File: src/rtl/game_seq_pkg.sv
// game_seq_pkg
// Shared definitions for the game phase sequencer: phase encodings,
// key index constants and the BCD score ceiling.
package game_seq_pkg;

  typedef enum logic [2:0] {
    PH_BEGIN = 3'd0,
    PH_BLOCK = 3'd1,
    PH_SET   = 3'd2,
    PH_PLAY  = 3'd3,
    PH_RUN   = 3'd4,
    PH_END   = 3'd5
  } phase_e;

  localparam int KEY_BEGIN = 0;
  localparam int KEY_BLOCK = 1;
  localparam int KEY_SET   = 2;
  localparam int KEY_PLAY  = 3;

  localparam logic [3:0] SCORE_MAX = 4'd9;

  // Single-digit BCD increment that sticks at 9.
  function automatic logic [3:0] score_inc(input logic [3:0] score);
    return (score >= SCORE_MAX) ? SCORE_MAX : score + 4'd1;
  endfunction

endpackage

File: src/rtl/key_release_detect.sv
// key_release_detect
// One push-button: 2-flop synchroniser, optional debounce filter, and a
// one-cycle release strobe (level goes 0 -> 1, i.e. button let go).
// Optional feature macro: DEBOUNCE_EN (filter present when defined).
// Ports:
//   clk         system clock
//   reset       synchronous, active-high
//   key_n       raw active-low key
//   release_evt one-cycle strobe on release
module key_release_detect #(
  parameter int DEBOUNCE_CYCLES = 16
) (
  input  logic clk,
  input  logic reset,
  input  logic key_n,
  output logic release_evt
);

  if (DEBOUNCE_CYCLES < 1) begin : g_bad_cfg
    $error("DEBOUNCE_CYCLES must be at least 1");
  end

  logic sync_a;
  logic sync_now;
  logic level;
  logic level_prev;

  always_ff @(posedge clk) begin
    if (reset) begin
      sync_a   <= 1'b1;
      sync_now <= 1'b1;
    end else begin
      sync_a   <= key_n;
      sync_now <= sync_a;
    end
  end

`ifdef DEBOUNCE_EN
  localparam int CW = $clog2(DEBOUNCE_CYCLES + 1);
  localparam logic [CW-1:0] RELOAD = CW'(DEBOUNCE_CYCLES - 1);

  logic [CW-1:0] hold_cnt;
  logic          filt;

  // Down-counter runs only while the synchronised level disagrees with the
  // filtered level; any bounce back reloads it, so the new level must be
  // stable for DEBOUNCE_CYCLES consecutive samples.
  always_ff @(posedge clk) begin
    if (reset) begin
      filt     <= 1'b1;
      hold_cnt <= RELOAD;
    end else if (sync_now == filt) begin
      hold_cnt <= RELOAD;
    end else if (hold_cnt == '0) begin
      filt     <= sync_now;
      hold_cnt <= RELOAD;
    end else begin
      hold_cnt <= hold_cnt - 1'b1;
    end
  end

  assign level = filt;
`else
  assign level = sync_now;
`endif

  always_ff @(posedge clk) begin
    if (reset) level_prev <= 1'b1;
    else       level_prev <= level;
  end

  assign release_evt = ~level_prev & level;

endmodule

File: src/rtl/game_phase_sequencer.sv
// game_phase_sequencer
// Turns push-button releases into game phases, drives datapath load
// levels/strobes and keeps saturating BCD win/loss scores.
// Optional feature macro: DEBOUNCE_EN (per-key debounce filter).
// Ports:
//   clk, reset            clock, synchronous active-high reset
//   key_n[3:0]            raw active-low keys (begin/end, block, set, play)
//   num_blocks            requested blocks per round, sampled in BEGIN
//   game_done, game_win   round-finished pulse and its result
//   phase                 encoded current phase
//   ld_*                  level, high while in the matching phase
//   set_pulse             one cycle per accepted set
//   round_done_pulse      one cycle on RUN -> END
//   blocks_used/target    block count this round and its latched target
//   wins, losses          BCD scores, saturate at 9
//
// state | meaning
// BEGIN | latch clamped target, clear block count, wait key0 release
// BLOCK | wait key1 release (select a block)
// SET   | wait key2 release (place block), loop until target reached
// PLAY  | wait key3 release
// RUN   | wait game_done, score the round
// END   | wait key0 release to start the next round
module game_phase_sequencer
  import game_seq_pkg::*;
#(
  parameter int MAX_BLOCKS      = 4,
  parameter int CNT_W           = 4,
  parameter int DEBOUNCE_CYCLES = 16
) (
  input  logic             clk,
  input  logic             reset,
  input  logic [3:0]       key_n,
  input  logic [CNT_W-1:0] num_blocks,
  input  logic             game_done,
  input  logic             game_win,
  output logic [2:0]       phase,
  output logic             ld_begin,
  output logic             ld_block,
  output logic             ld_set,
  output logic             ld_play,
  output logic             ld_run,
  output logic             ld_end,
  output logic             set_pulse,
  output logic             round_done_pulse,
  output logic [CNT_W-1:0] blocks_used,
  output logic [CNT_W-1:0] blocks_target,
  output logic [3:0]       wins,
  output logic [3:0]       losses
);

  if (MAX_BLOCKS < 1 || MAX_BLOCKS >= (1 << CNT_W)) begin : g_bad_cfg
    $error("MAX_BLOCKS must fit in CNT_W bits and be at least 1");
  end

  localparam logic [CNT_W-1:0] MAX_B = CNT_W'(MAX_BLOCKS);
  localparam logic [CNT_W-1:0] ONE_B = CNT_W'(1);

  logic [3:0] rel;

  for (genvar k = 0; k < 4; k++) begin : g_key
    key_release_detect #(
      .DEBOUNCE_CYCLES(DEBOUNCE_CYCLES)
    ) u_key (
      .clk        (clk),
      .reset      (reset),
      .key_n      (key_n[k]),
      .release_evt(rel[k])
    );
  end

  phase_e           state;
  logic [CNT_W-1:0] target_clamped;
  logic [CNT_W-1:0] used_next;

  always_comb begin
    target_clamped = num_blocks;
    if (num_blocks == '0)        target_clamped = ONE_B;
    else if (num_blocks > MAX_B) target_clamped = MAX_B;
  end

  assign used_next = blocks_used + ONE_B;

  always_ff @(posedge clk) begin
    if (reset) begin
      state         <= PH_BEGIN;
      blocks_used   <= '0;
      blocks_target <= ONE_B;
      wins          <= 4'd0;
      losses        <= 4'd0;
    end else begin
      case (state)
        PH_BEGIN: begin
          blocks_target <= target_clamped;
          blocks_used   <= '0;
          if (rel[KEY_BEGIN]) state <= PH_BLOCK;
        end
        PH_BLOCK: if (rel[KEY_BLOCK]) state <= PH_SET;
        PH_SET: begin
          if (rel[KEY_SET]) begin
            blocks_used <= used_next;
            // >= keeps the count from ever running past the target
            state <= (used_next >= blocks_target) ? PH_PLAY : PH_BLOCK;
          end
        end
        PH_PLAY: if (rel[KEY_PLAY]) state <= PH_RUN;
        PH_RUN: begin
          if (game_done) begin
            if (game_win) wins   <= score_inc(wins);
            else          losses <= score_inc(losses);
            state <= PH_END;
          end
        end
        PH_END: if (rel[KEY_BEGIN]) state <= PH_BEGIN;
        default: state <= PH_BEGIN;
      endcase
    end
  end

  assign phase    = state;
  assign ld_begin = (state == PH_BEGIN);
  assign ld_block = (state == PH_BLOCK);
  assign ld_set   = (state == PH_SET);
  assign ld_play  = (state == PH_PLAY);
  assign ld_run   = (state == PH_RUN);
  assign ld_end   = (state == PH_END);

  // Strobes coincide with the cycle the transition is taken.
  assign set_pulse        = (state == PH_SET) & rel[KEY_SET];
  assign round_done_pulse = (state == PH_RUN) & game_done;

endmodule

File: config.mk
export PLATFORM = sky130hd
export DESIGN_NAME = game_phase_sequencer
export DESIGN_NICKNAME = d
export VERILOG_FILES = /design/src/rtl/game_seq_pkg.sv /design/src/rtl/key_release_detect.sv /design/src/rtl/game_phase_sequencer.sv
export SDC_FILE = /design/constraint.sdc
export NUM_CORES = 1
export LEC_CHECK = 0
export BUFFER_PORTS_ARGS = -buffer_cell sky130_fd_sc_hd__buf_4
export CELL_PAD_IN_SITES_DETAIL_PLACEMENT = 1
export CELL_PAD_IN_SITES_GLOBAL_PLACEMENT = 1
export CORE_ASPECT_RATIO = 0.7
export CORE_UTILIZATION = 41
export DETAILED_ROUTE_END_ITERATION = 12
export PLACE_DENSITY = 0.83
export SYNTH_ARGS = -nofsm -noshare
export SYNTH_HDL_FRONTEND = slang
export SYNTH_SLANG_ARGS = --single-unit
export TNS_END_PERCENT = 10
File: constraint.sdc
create_clock -name clk -period 3 [get_ports clk]
set_input_delay 0.6 -clock clk [delete_from_list [all_inputs] [get_ports clk]]
set_output_delay 0.6 -clock clk [all_outputs]
set_load 0.05 [all_outputs]
# Yosys cells after proc, flatten, opt, wreduce, memory -nomap -nowiden
# Index checks and enable logic that the tools add are counted.
classes:
  addsub: 3
  reduce_logical: 7
  bitwise_logic: 11
  n_mux: 14
  n_lt_le_gt_ge: 4
  eq_ne: 11
op_table:
  columns: ["cell", "count"]
  rows:
  - ["$mux 4", 5]
  - ["$mux 3", 6]
  - ["$pmux 3 s6", 1]
  - ["$add 4x1->4 const B", 3]
  - ["$ne 2x1->1 const B", 5]
  - ["$ge 4x4->1 const B", 2]
  - ["$pmux 4 s2", 1]
  - ["$and 1x1->1", 6]
  - ["$eq 3x2->1 const B", 2]
  - ["$eq 3x3->1 const B", 2]
  - ["$reduce_and 3->1", 2]
  - ["$reduce_and 6->1", 1]
  - ["$not 1->1", 5]
  - ["$ge 4x4->1", 1]
  - ["$gt 4x3->1 const B", 1]
  - ["$logic_not 4->1", 1]
  - ["$eq 3x1->1 const B", 1]
  - ["$logic_not 3->1", 1]
  - ["$mux 2", 1]
  - ["$ne 2x2->1 const B", 1]
  - ["$reduce_and 2->1", 1]
  - ["$reduce_bool 2->1", 1]
word_totals:
  register_bits: 31
  input_bits: 12
  word_cells: 67

# Logic depth before layout (Yosys ltp)
depth:
  depth_word: 5
  mapped_depth: 6
  ltp_nobuf: 6

# By module
# From an unflattened synthesis, not the netlist that was laid out.
hier_totals:
  cells_unflattened: 168
  area_unflattened_um2: 1557.7
by_module_without_submodules:
  columns: ["mod", "area_each_um2", "cells_each", "seq_area_each_um2", "n_inst"]
  rows:
  - ["game_phase_sequencer", 1217.4, 140, 380.4, 1]
  - ["key_release_detect", 85.1, 7, 60.1, 4]

# Least setup slack after synthesis
# Ideal clock, no wire load.
synth_path:
  path_type: "register to output"
  from: "register state[0], in the netlist phase[0]"
  to: "output port ld_block"
  setup_slack_ns: 0.355
  arrival_ns: 2.045
  n_path_buf: 1
  path_stages_with_launch: 4
  path_cell_list: "dfxtp_1 buf_4 inv_1 nor3_1"
synth_between:
  elab_chain_cells: 1
synth_lines:
  columns: ["item", "line", "source"]
  rows:
  - ["start: declaration", "game_phase_sequencer.sv:72", "phase_e state;"]
  - ["start signal: assignment", "game_phase_sequencer.sv:103", "state <= (used_next >= blocks_target) ? PH_PLAY : PH_BLOCK;"]
  - ["$eq 3x1->1", "game_phase_sequencer.sv:122", "assign ld_block = (state == PH_BLOCK);"]
  - ["end: declaration", "game_phase_sequencer.sv:39", "output logic ld_block,"]
# Every way passes these cells.

# Worst setup path after layout
layout_path:
  from: "register state[1], in the netlist phase[1]"
  to: "output port set_pulse"
layout_between:
  elab_chain_cells: 2
layout_lines:
  columns: ["item", "line", "source"]
  rows:
  - ["$eq 3x2->1", "game_phase_sequencer.sv:129", "assign set_pulse = (state == PH_SET) & rel[KEY_SET];"]
  - ["$and 1x1->1", "game_phase_sequencer.sv:129", null]
  - ["end: declaration", "game_phase_sequencer.sv:44", "output logic set_pulse,"]
# Every way passes these cells.

==> metrics.csv <==
metric,value,unit
status,finished clean,
hold path depth,1,
synthesized net count,188,
"Remaining Overflow, GRT",0,
CP arrival,1810,ps
TritonCTS clock tree,built,
die width,74.39,um
Setup Skew,3.729,ps
first-pass GRT wire length,6.492,mm
final setup fails,0,
post-route total power,832.3,uW
max cap viols,0,
Final period util,0.8023,
Synth Area in Compound Gates,0.1273,
1st-iter DRT viols,64,
met2 routed WL,1.813,mm
via count,1299,
Fin. Hold Viols,0,
Total GRT Usage,0.2334,
initial antenna violation count,0,
clock-pin slew on the worst setup and hold paths,70,ps
largest net degree at the start of global routing,31,
cell area after synthesis,1504,um^2
Hold WS,411.4,ps
Crit path required time,2400,ps
# Post-CTS Setup Buffers,0,
Synth Area in Simple Gates,0.2804,
clock buffer depth,2,
initial core utilization,0.4532,
Yosys reg bits,31,
minimum clock period,2407,ps
predominant post-synthesis flop cell,dfxtp_1,
clock tree sinks,31,
Synth Area per Inst,9.115,um^2
Hold Crit Start,g_key[3].u_key.sync_a$_SDFF_PP1_,
synth unique cells,37,
"Area growth, synth to finish",25.96,%
met1 wire length,1.831,mm
final setup margin,593.1,ps
DRC,0,
Hold Crit Class,flip-flop to flip-flop,
P_leak,0.0008296,uW
DPL Wire Length,2.900,mm
Top Layer Used,met4,
Worst Hold Path EP,g_key[3].u_key.level$_SDFF_PP1_,
R2R setup slack,1210,ps
Worst-Margin Slew,567.2,ps
crit path launch type,flip-flop,
hold buffer count at cts,0,
via-per-instance ratio,5.175,
Post-synth EDFFs,0,
Die Ht,52.67,um
Power Dens Cells,439.4,nW/um^2
Fmax achieved,415.5,MHz
Mapped Cells,165,
post-synthesis mux area share,0.01664,
adder-cell share of the synthesized area,0.09151,
R2R depth,6,
worst r2r src,losses[1]$_SDFFE_PP0P_,
WL per Instance,15.45,um
number of synthesis warnings,0,
critical setup path kind,flip-flop to primary output,
root buffer cell,clkbuf_8,
global placement routability congestion,0.7869,
element type at the critical path end,primary output,
max-slew violations,0,
Post-DRT Antenna Nets,0,
TritonCTS Buffers,5,
io pins,39,
vias in the first global route,1342,
PortBufs,38,
Post-Synth XOR/XNOR Area,0.01165,
H-tree Lvls,2,
dpl ws,942.3,ps
Rows,17,
core box area,3318,um^2
Max Fanout on Critical Path,15,
die area,3918,um^2
RSZ-0062 raised after global routing,false,
DR WL met3,159,um
Peak supply drop,0.2885,mV
Antenna Cells,0,
share of cells above drive strength 1,0.3186,
clk_lat worst skew,280,ps
TritonRoute pass-1 iters,4,
Async SR Flop Fraction,0,
"Seq/Total Area, Yosys",0.4126,
reg-to-reg endpoint,losses[2]$_SDFFE_PP0P_,
main combinational cell family by area after synthesis,simple AND/OR/NAND/NOR gates,
Nets,226,
total wire length,3.879,mm
cts repair resizes,0,
setup TNS,0,ps
Slew headroom,0.6170,
how the worst max path moves through the flow:
stage	from	cells after the start	endpoint
global placement	phase[1]$_SDFFE_PP0P_	4	set_pulse
detailed placement	phase[1]$_SDFFE_PP0P_	4	set_pulse
floorplan	phase[0]$_SDFFE_PP0P_	3	ld_block
finish	phase[1]$_SDFFE_PP0P_	4	set_pulse
global route	phase[1]$_SDFFE_PP0P_	4	set_pulse
CTS	phase[1]$_SDFFE_PP0P_	4	set_pulse
Yosys cell counts, types with 2 or more instances:
master	number	area [um^2]
a211oi_1	5	37.54
nand2_1	10	37.54
inv_1	13	48.80
nor3b_1	2	15.01
ha_1	11	137.6
or3b_1	2	17.52
o21ai_0	7	35.03
nand3_1	8	40.04
nand2b_1	6	37.54
clkbuf_1	5	18.77
nand3b_1	4	30.03
dfxtp_1	31	620.6
nor3_1	2	10.01
nor2_1	13	48.80
a22oi_1	2	15.01
a41oi_1	2	17.52
a21oi_1	11	55.05
or2_2	12	75.07
report_power, final:
| group | switching (uW) | leakage [uW] | total (uW) | internal (uW) |
|---|---|---|---|---|
| Sequential | 10.1 | 0.000253 | 432 | 422 |
| Combinational | 48.7 | 0.000529 | 80.7 | 31.9 |
| Clock | 161 | 0.0000477 | 319 | 159 |
| Total | 220 | 0.000830 | 832 | 613 |
critical path: stages (launching register included):
cell and delay (ps):
dfxtp_1 620, nor3b_4 360, nand3b_4 140, inv_1 170, buf_4 230
cell type report:
class	count	area, um^2
clock buffers	5	68.82
clock inverters	3	15.01
fillers	415	1424
inverters	14	52.55
multi-input cells	113	793.3
flip-flops and latches	31	620.6
well taps	47	58.81
repair buffers	38	285.3
routing by layer:
| layer | up-vias | track usage |
|---|---|---|
| li1 | 637 | - |
| met1 | 618 | 0.2916 |
| met2 | 36 | 0.3799 |
| met3 | 8 | 0.06154 |
| met4 | 0 | 0.09748 |
| met5 | - | 0 |
flip-flops by register name, indices dropped and copies added (netlist names):
name	count
phase	3
losses	4
blocks_used	4
blocks_target	4
g_key.u_key.level_prev	4
wins	4
g_key.u_key.sync_a	4
g_key.u_key.level	4
cells by family (layout without fill, tap and decap cells):
logic type               Yosys count  count (layout)
adder cells (fa/ha/maj)           11              11
XOR/XNOR                           2               2
AO/OA/AOI/OAI                     30              30
buffers and inverters             21              60
flip-flops                        31              31
AND/OR/NAND/NOR                   68              68
multiplexers                       2               2
cell usage in the layout (no fill, tap or decap), drive strengths merged, types with 2 or more instances in the layout:
master  instances
nand3           8
dfxtp          31
clkinv          3
buf            38
a41oi           2
ha             11
a21oi          11
nor3            2
inv            14
or3b            2
a211oi          6
a22oi           2
nand3b          5
clkbuf          5
nand2          10
o21ai           7
nor3b           3
nand2b          6
nor2           13
or2            12
through the flow:
stage	cell area, um^2	util	std cells
2_1_floorplan	1504	-	165
3_3_place_gp	1810	0.5456	243
3_5_place_dp	1810	0.5456	243
4_1_cts	1894	0.5709	251
5_1_grt	1894	0.5709	251
6_report	1894	0.5709	251
Power figures use the tool's default switching activity.
